File: src/rtl/write_back_register_file_pkg.sv
// Shared write-back definitions.
// Purpose : widths and write-back source selector encodings used by the
//           EX/MEM stage, the decoder, the forwarding unit and the WB stage.
package write_back_register_file_pkg;

    localparam int DATA_W   = 16;
    localparam int ADDR_W   = 3;
    localparam int NUM_REGS = 1 << ADDR_W;

    // Write-back source selector.
    typedef enum logic [1:0] {
        WB_SEL_ALU  = 2'b00,
        WB_SEL_MEM  = 2'b01,
        WB_SEL_IMM  = 2'b10,
        WB_SEL_PORT = 2'b11
    } wb_sel_e;

endpackage

File: src/rtl/write_back_register_file_mux.sv
// write_back_mux
// Purpose : pure combinational 4:1 write-back source selector. The forwarding
//           unit uses the same block.
// Ports   : i_ex_result, i_memory_data, i_immediate, i_port - candidate values
//           i_wb_selector - source select (WB_SEL_*)
//           o_wb_data     - selected value
module write_back_mux
    import write_back_register_file_pkg::*;
#(
    parameter int DATA_W = 16
) (
    input  logic [DATA_W-1:0] i_ex_result,
    input  logic [DATA_W-1:0] i_memory_data,
    input  logic [DATA_W-1:0] i_immediate,
    input  logic [DATA_W-1:0] i_port,
    input  logic [1:0]        i_wb_selector,
    output logic [DATA_W-1:0] o_wb_data
);

    always_comb begin
        o_wb_data = i_ex_result;
        case (wb_sel_e'(i_wb_selector))
            WB_SEL_ALU:  o_wb_data = i_ex_result;
            WB_SEL_MEM:  o_wb_data = i_memory_data;
            WB_SEL_IMM:  o_wb_data = i_immediate;
            WB_SEL_PORT: o_wb_data = i_port;
            default:     o_wb_data = i_ex_result;
        endcase
    end

endmodule

File: src/rtl/write_back_register_file.sv
// write_back_register_file
// Purpose : consumer end of the EX/MEM->WB buffer. Selects the write-back
//           value, commits it into an 8x16 register file and serves two
//           combinational read ports with same-cycle write-through bypass.
// Ports   : i_clk, i_reset_n (synchronous, active-low)
//           i_ex_result/i_memory_data/i_immediate/i_port - WB candidates
//           i_wb_selector, i_write_back, i_write_addr     - commit control
//           i_read_addr_a/b -> o_read_data_a/b            - decode read ports
//           o_wb_data/o_wb_addr/o_wb_en                   - forwarding view
module write_back_register_file
    import write_back_register_file_pkg::*;
#(
    parameter int DATA_W   = 16,
    parameter int ADDR_W   = 3,
    parameter int NUM_REGS = 1 << ADDR_W
) (
    input  logic              i_clk,
    input  logic              i_reset_n,
    input  logic [DATA_W-1:0] i_ex_result,
    input  logic [DATA_W-1:0] i_memory_data,
    input  logic [DATA_W-1:0] i_immediate,
    input  logic [DATA_W-1:0] i_port,
    input  logic [1:0]        i_wb_selector,
    input  logic              i_write_back,
    input  logic [ADDR_W-1:0] i_write_addr,
    input  logic [ADDR_W-1:0] i_read_addr_a,
    input  logic [ADDR_W-1:0] i_read_addr_b,
    output logic [DATA_W-1:0] o_read_data_a,
    output logic [DATA_W-1:0] o_read_data_b,
    output logic [DATA_W-1:0] o_wb_data,
    output logic [ADDR_W-1:0] o_wb_addr,
    output logic              o_wb_en
);

    logic [NUM_REGS-1:0][DATA_W-1:0] regs;

    write_back_mux #(.DATA_W(DATA_W)) u_wb_mux (
        .i_ex_result   (i_ex_result),
        .i_memory_data (i_memory_data),
        .i_immediate   (i_immediate),
        .i_port        (i_port),
        .i_wb_selector (i_wb_selector),
        .o_wb_data     (o_wb_data)
    );

    assign o_wb_addr = i_write_addr;
    // Gating with reset keeps the forwarding unit and the bypass from
    // acting on a write that the register file is about to drop.
    assign o_wb_en   = i_write_back & i_reset_n;

    // Storage: reset wins over a coincident write. No hardwired R0.
    always_ff @(posedge i_clk) begin
        if (!i_reset_n) begin
            regs <= '0;
        end else if (i_write_back) begin
            regs[i_write_addr] <= o_wb_data;
        end
    end

    // Read ports: forced to zero in reset, otherwise write-through bypass
    // so decode sees the value being committed this cycle.
    always_comb begin
        o_read_data_a = regs[i_read_addr_a];
        o_read_data_b = regs[i_read_addr_b];
        if (!i_reset_n) begin
            o_read_data_a = '0;
            o_read_data_b = '0;
        end else begin
            if (o_wb_en && (i_read_addr_a == i_write_addr)) o_read_data_a = o_wb_data;
            if (o_wb_en && (i_read_addr_b == i_write_addr)) o_read_data_b = o_wb_data;
        end
    end

endmodule

File: config.mk
export PLATFORM = sky130hd
export DESIGN_NAME = write_back_register_file
export DESIGN_NICKNAME = d
export VERILOG_FILES = /design/src/rtl/write_back_register_file_pkg.sv /design/src/rtl/write_back_register_file_mux.sv /design/src/rtl/write_back_register_file.sv
export SDC_FILE = /design/constraint.sdc
export NUM_CORES = 1
export LEC_CHECK = 0
export CORE_MARGIN = 2
export CORE_UTILIZATION = 45
export CTS_BUF_LIST = sky130_fd_sc_hd__clkbuf_8 sky130_fd_sc_hd__clkbuf_16
export CTS_CLUSTER_SIZE = 30
export DETAILED_ROUTE_END_ITERATION = 8
export GPL_ROUTABILITY_DRIVEN = 0
export PLACE_DENSITY_LB_ADDON = 0.08
export SYNTH_ARGS = -nofsm -noshare
export SYNTH_HDL_FRONTEND = slang
export SYNTH_SLANG_ARGS = --single-unit
File: constraint.sdc
create_clock -name i_clk -period 2.6 [get_ports i_clk]
set_input_delay 0.52 -clock i_clk [delete_from_list [all_inputs] [get_ports i_clk]]
set_output_delay 0.52 -clock i_clk [all_outputs]
set_load 0.02 [all_outputs]
==> results.sh <==
export IMPL_syn_area_per_cell_um2=8.86
export IMPL_path_delay_family="buffers and inverters"
export IMPL_slew_violations=0
export IMPL_cts_buffers=17
export IMPL_top_regs="regs: 128 flops"
export IMPL_postSynthCellCount=876
export IMPL_period_needed_ps=2570
export IMPL_worstPathCellList="clkbuf_4 > buf_12 > buf_4 > mux4_2 > buf_4 > dlygate4sd2_1"
export IMPL_crit_path_max_incr_delay_ps=550
export IMPL_cp_slowest_cell="mux4_2"
export IMPL_grt_pass1_vias=7282
export IMPL_yosysMostFrequentCell="nand2_1"
export IMPL_ys_ff_latch=128
export IMPL_die_x_um=135
export IMPL_synthFlopType="dfxtp_1"
export IMPL_power_density_mw_per_mm2=503
export IMPL_vias_per_cell=5.87
export IMPL_crit_start="i_wb_selector[1]"
export IMPL_num_antenna_cells=0
export IMPL_status="completed"
export IMPL_hpwlAfterDp_mm=18.4
export IMPL_cellLeakagePower_uw=0.00371
export IMPL_place_inst=1234
export IMPL_cpMostUsedCell="buf_4"
export IMPL_drc_errors=0
export IMPL_detail_route_antenna_nets=0
export IMPL_cts_tree="yes"
export IMPL_core_area_mm2=0.0171
export IMPL_drive_above_1_share_pct=24.6
export IMPL_grt_total_usage_pct=29.2
export IMPL_synth_area_mm2=0.00776
export IMPL_ys_top_cells_by_count="260 x nand2_1, 128 x dfxtp_1, 106 x a21boi_0"
export IMPL_dr_pass1_iters=6
export IMPL_finalHoldViolCount=0
export IMPL_num_rows=48
export IMPL_clock_skew_ps=0
export IMPL_syn_nets=954
export IMPL_synthTopCellsByArea="dfxtp_1 33%, mux4_2 13%, nand2_1 13%"
export IMPL_regMostFlops="regs"
export IMPL_die_h_um=135
export IMPL_pin_count=130
export IMPL_wl_per_cell_um=20.9
export IMPL_top_usage_layer="met2"
export IMPL_detail_route_iter0_violations=837
export IMPL_use_met1_pct=38.0
export IMPL_clock_sinks=128
export IMPL_maxSlewHeadroom_pct=67.2
export IMPL_htreeDepth=4
export IMPL_largest_register_ff_count=128
export IMPL_yosys_warnings=0
export IMPL_port_buffers=129
export IMPL_cts_root_buf="clkbuf_16"
export IMPL_use_met2_pct=49.7
export IMPL_async_flop_share_pct=0
export IMPL_clkTransAtPathRegs_ps=60
export IMPL_crit_required_ps=2080
export IMPL_drt_total_wl_mm=26.5
export IMPL_holdCritPathClass="reg -> reg"
export IMPL_antenna_found_initial=0
export IMPL_critPathKind="in -> out"
export IMPL_rr_startpoint="regs[106]"
export IMPL_yosysTopAreaCell="dfxtp_1"
export IMPL_clk_latency_ps=410
export IMPL_grt_pass1_wl_mm=40.5
export IMPL_synth_edf_count=0
export IMPL_synth_top_area_share_pct=33.0
export IMPL_start_util_pct=45.5
export IMPL_vdd_drop_max_mv=0.423
export IMPL_grt_max_degree=55
export IMPL_vias=7460
export IMPL_worst_pin_slew_ps=491
export IMPL_fmax_mhz=389
export IMPL_final_setup_viol_count=0
export IMPL_drv_cap=0
export IMPL_final_nets=1111
export IMPL_start_kind="input port"
export IMPL_fin_crit_sh_pct=98.8
export IMPL_cp_arrival_ps=2050
export IMPL_synth_seq_area_share_pct=33.0
export IMPL_fin_cells=1270
export IMPL_setup_worst_path_end_class="output pin"
export IMPL_min_delay_start="regs[10]"
export IMPL_clk_path_buf_depth=2
export IMPL_gr_usage_met3_pct=5.61
export IMPL_grt_overflow_total=0
export IMPL_crit_buf_inv=5
export IMPL_p_total_uw=5160
export IMPL_cp_max_fo=9
export IMPL_synth_distinct_cells=33
export IMPL_area_growth_pct=32.4
export IMPL_die_area_mm2=0.0183
## metal layers
metal	routed length [µm]	share of wire (%)	vias to the layer above
met3	2150	8.1	38
met2	13200	50	361
met1	10700	40	3664
li1	-	-	3397
met5	0	0	-
met4	386	1.5	0
## path summary, 6_finish.rpt
check / endpoint / slack [ps] / depth (start not counted)
worst max-delay path: o_wb_data[10] / 30 / 6
worst min-delay path: regs[10] / 470 / 2
worst max register to register: regs[106] / 1860 / 2
worst min register to register: regs[10] / 470 / 2
## cell usage in the layout (no fill, tap or decap), types with 22 or more instances in the layout
cell / netlist / routed
mux2i_1: 62 / 60
a21boi_1: 22 / 22
a21oi_1: 62 / 47
clkdlybuf4s50_1: 0 / 72
nand2_1: 260 / 260
dfxtp_1: 128 / 128
a21boi_0: 106 / 106
buf_4: 18 / 81
mux4_2: 44 / 48
## worst reg2reg max path, stage by stage, from the launching register on
cell and delay (ps):
dfxtp_1 370, nand2_1 60, a21boi_0 220
## cell type report
class | instances | area, µm²
fill | 1464 | 6790
multi-input combinational | 658 | 4800
sequential | 128 | 2560
timing repair buffer | 228 | 2100
clock buffer | 17 | 425
tap | 225 | 282
clock inverter | 14 | 98.8
## through the flow
| step | TNS [ps] | worst slack (ps) | area, µm² | util (%) | hold slack (ps) |
|---|---|---|---|---|---|
| CTS | 0 | 0.148 | 10300 | 60.4 | 470 |
| floorplan | 0 | 239 | 7760 | - | 442 |
| finish | 0 | 30.3 | 10300 | 60.2 | 472 |
| global route | -14.7 | -13.8 | 10300 | 60.2 | 487 |
| detailed placement | -26760 | -713 | 9640 | 56.5 | 463 |
| global placement | -26100 | -696 | 9640 | 56.5 | 448 |
## kinds of logic (layout without fill, tap and decap cells)
logic type             Yosys count  in the layout  share of synthesized area, %
multiplexers                   112            112                          22.8
XOR/XNOR                         6              6                         0.677
flip-flops                     128            128                          33.0
AND/OR/NAND/NOR                288            288                          15.3
buffers and inverters           90            259                          7.16
AO/OA/AOI/OAI                  252            252                          21.0
## timing repair
| item | 4_1_cts | 5_1_grt |
|---|---|---|
| hold buffers | 0 | 0 |
| pin swaps | 8 | 0 |
| setup buffers | 2 | 1 |
| setup endpoints to repair | 48 | 18 |
| resized for setup | 162 | 28 |
| gates cloned | 2 | 0 |
## where the power goes
group | internal [µW] | total [µW] | switching, µW
clock | 1200 | 2110 | 910
sequential | 2010 | 2050 | 36.6
combinational | 480 | 1000 | 520
No activity file was read; power rests on OpenSTA's default activity.
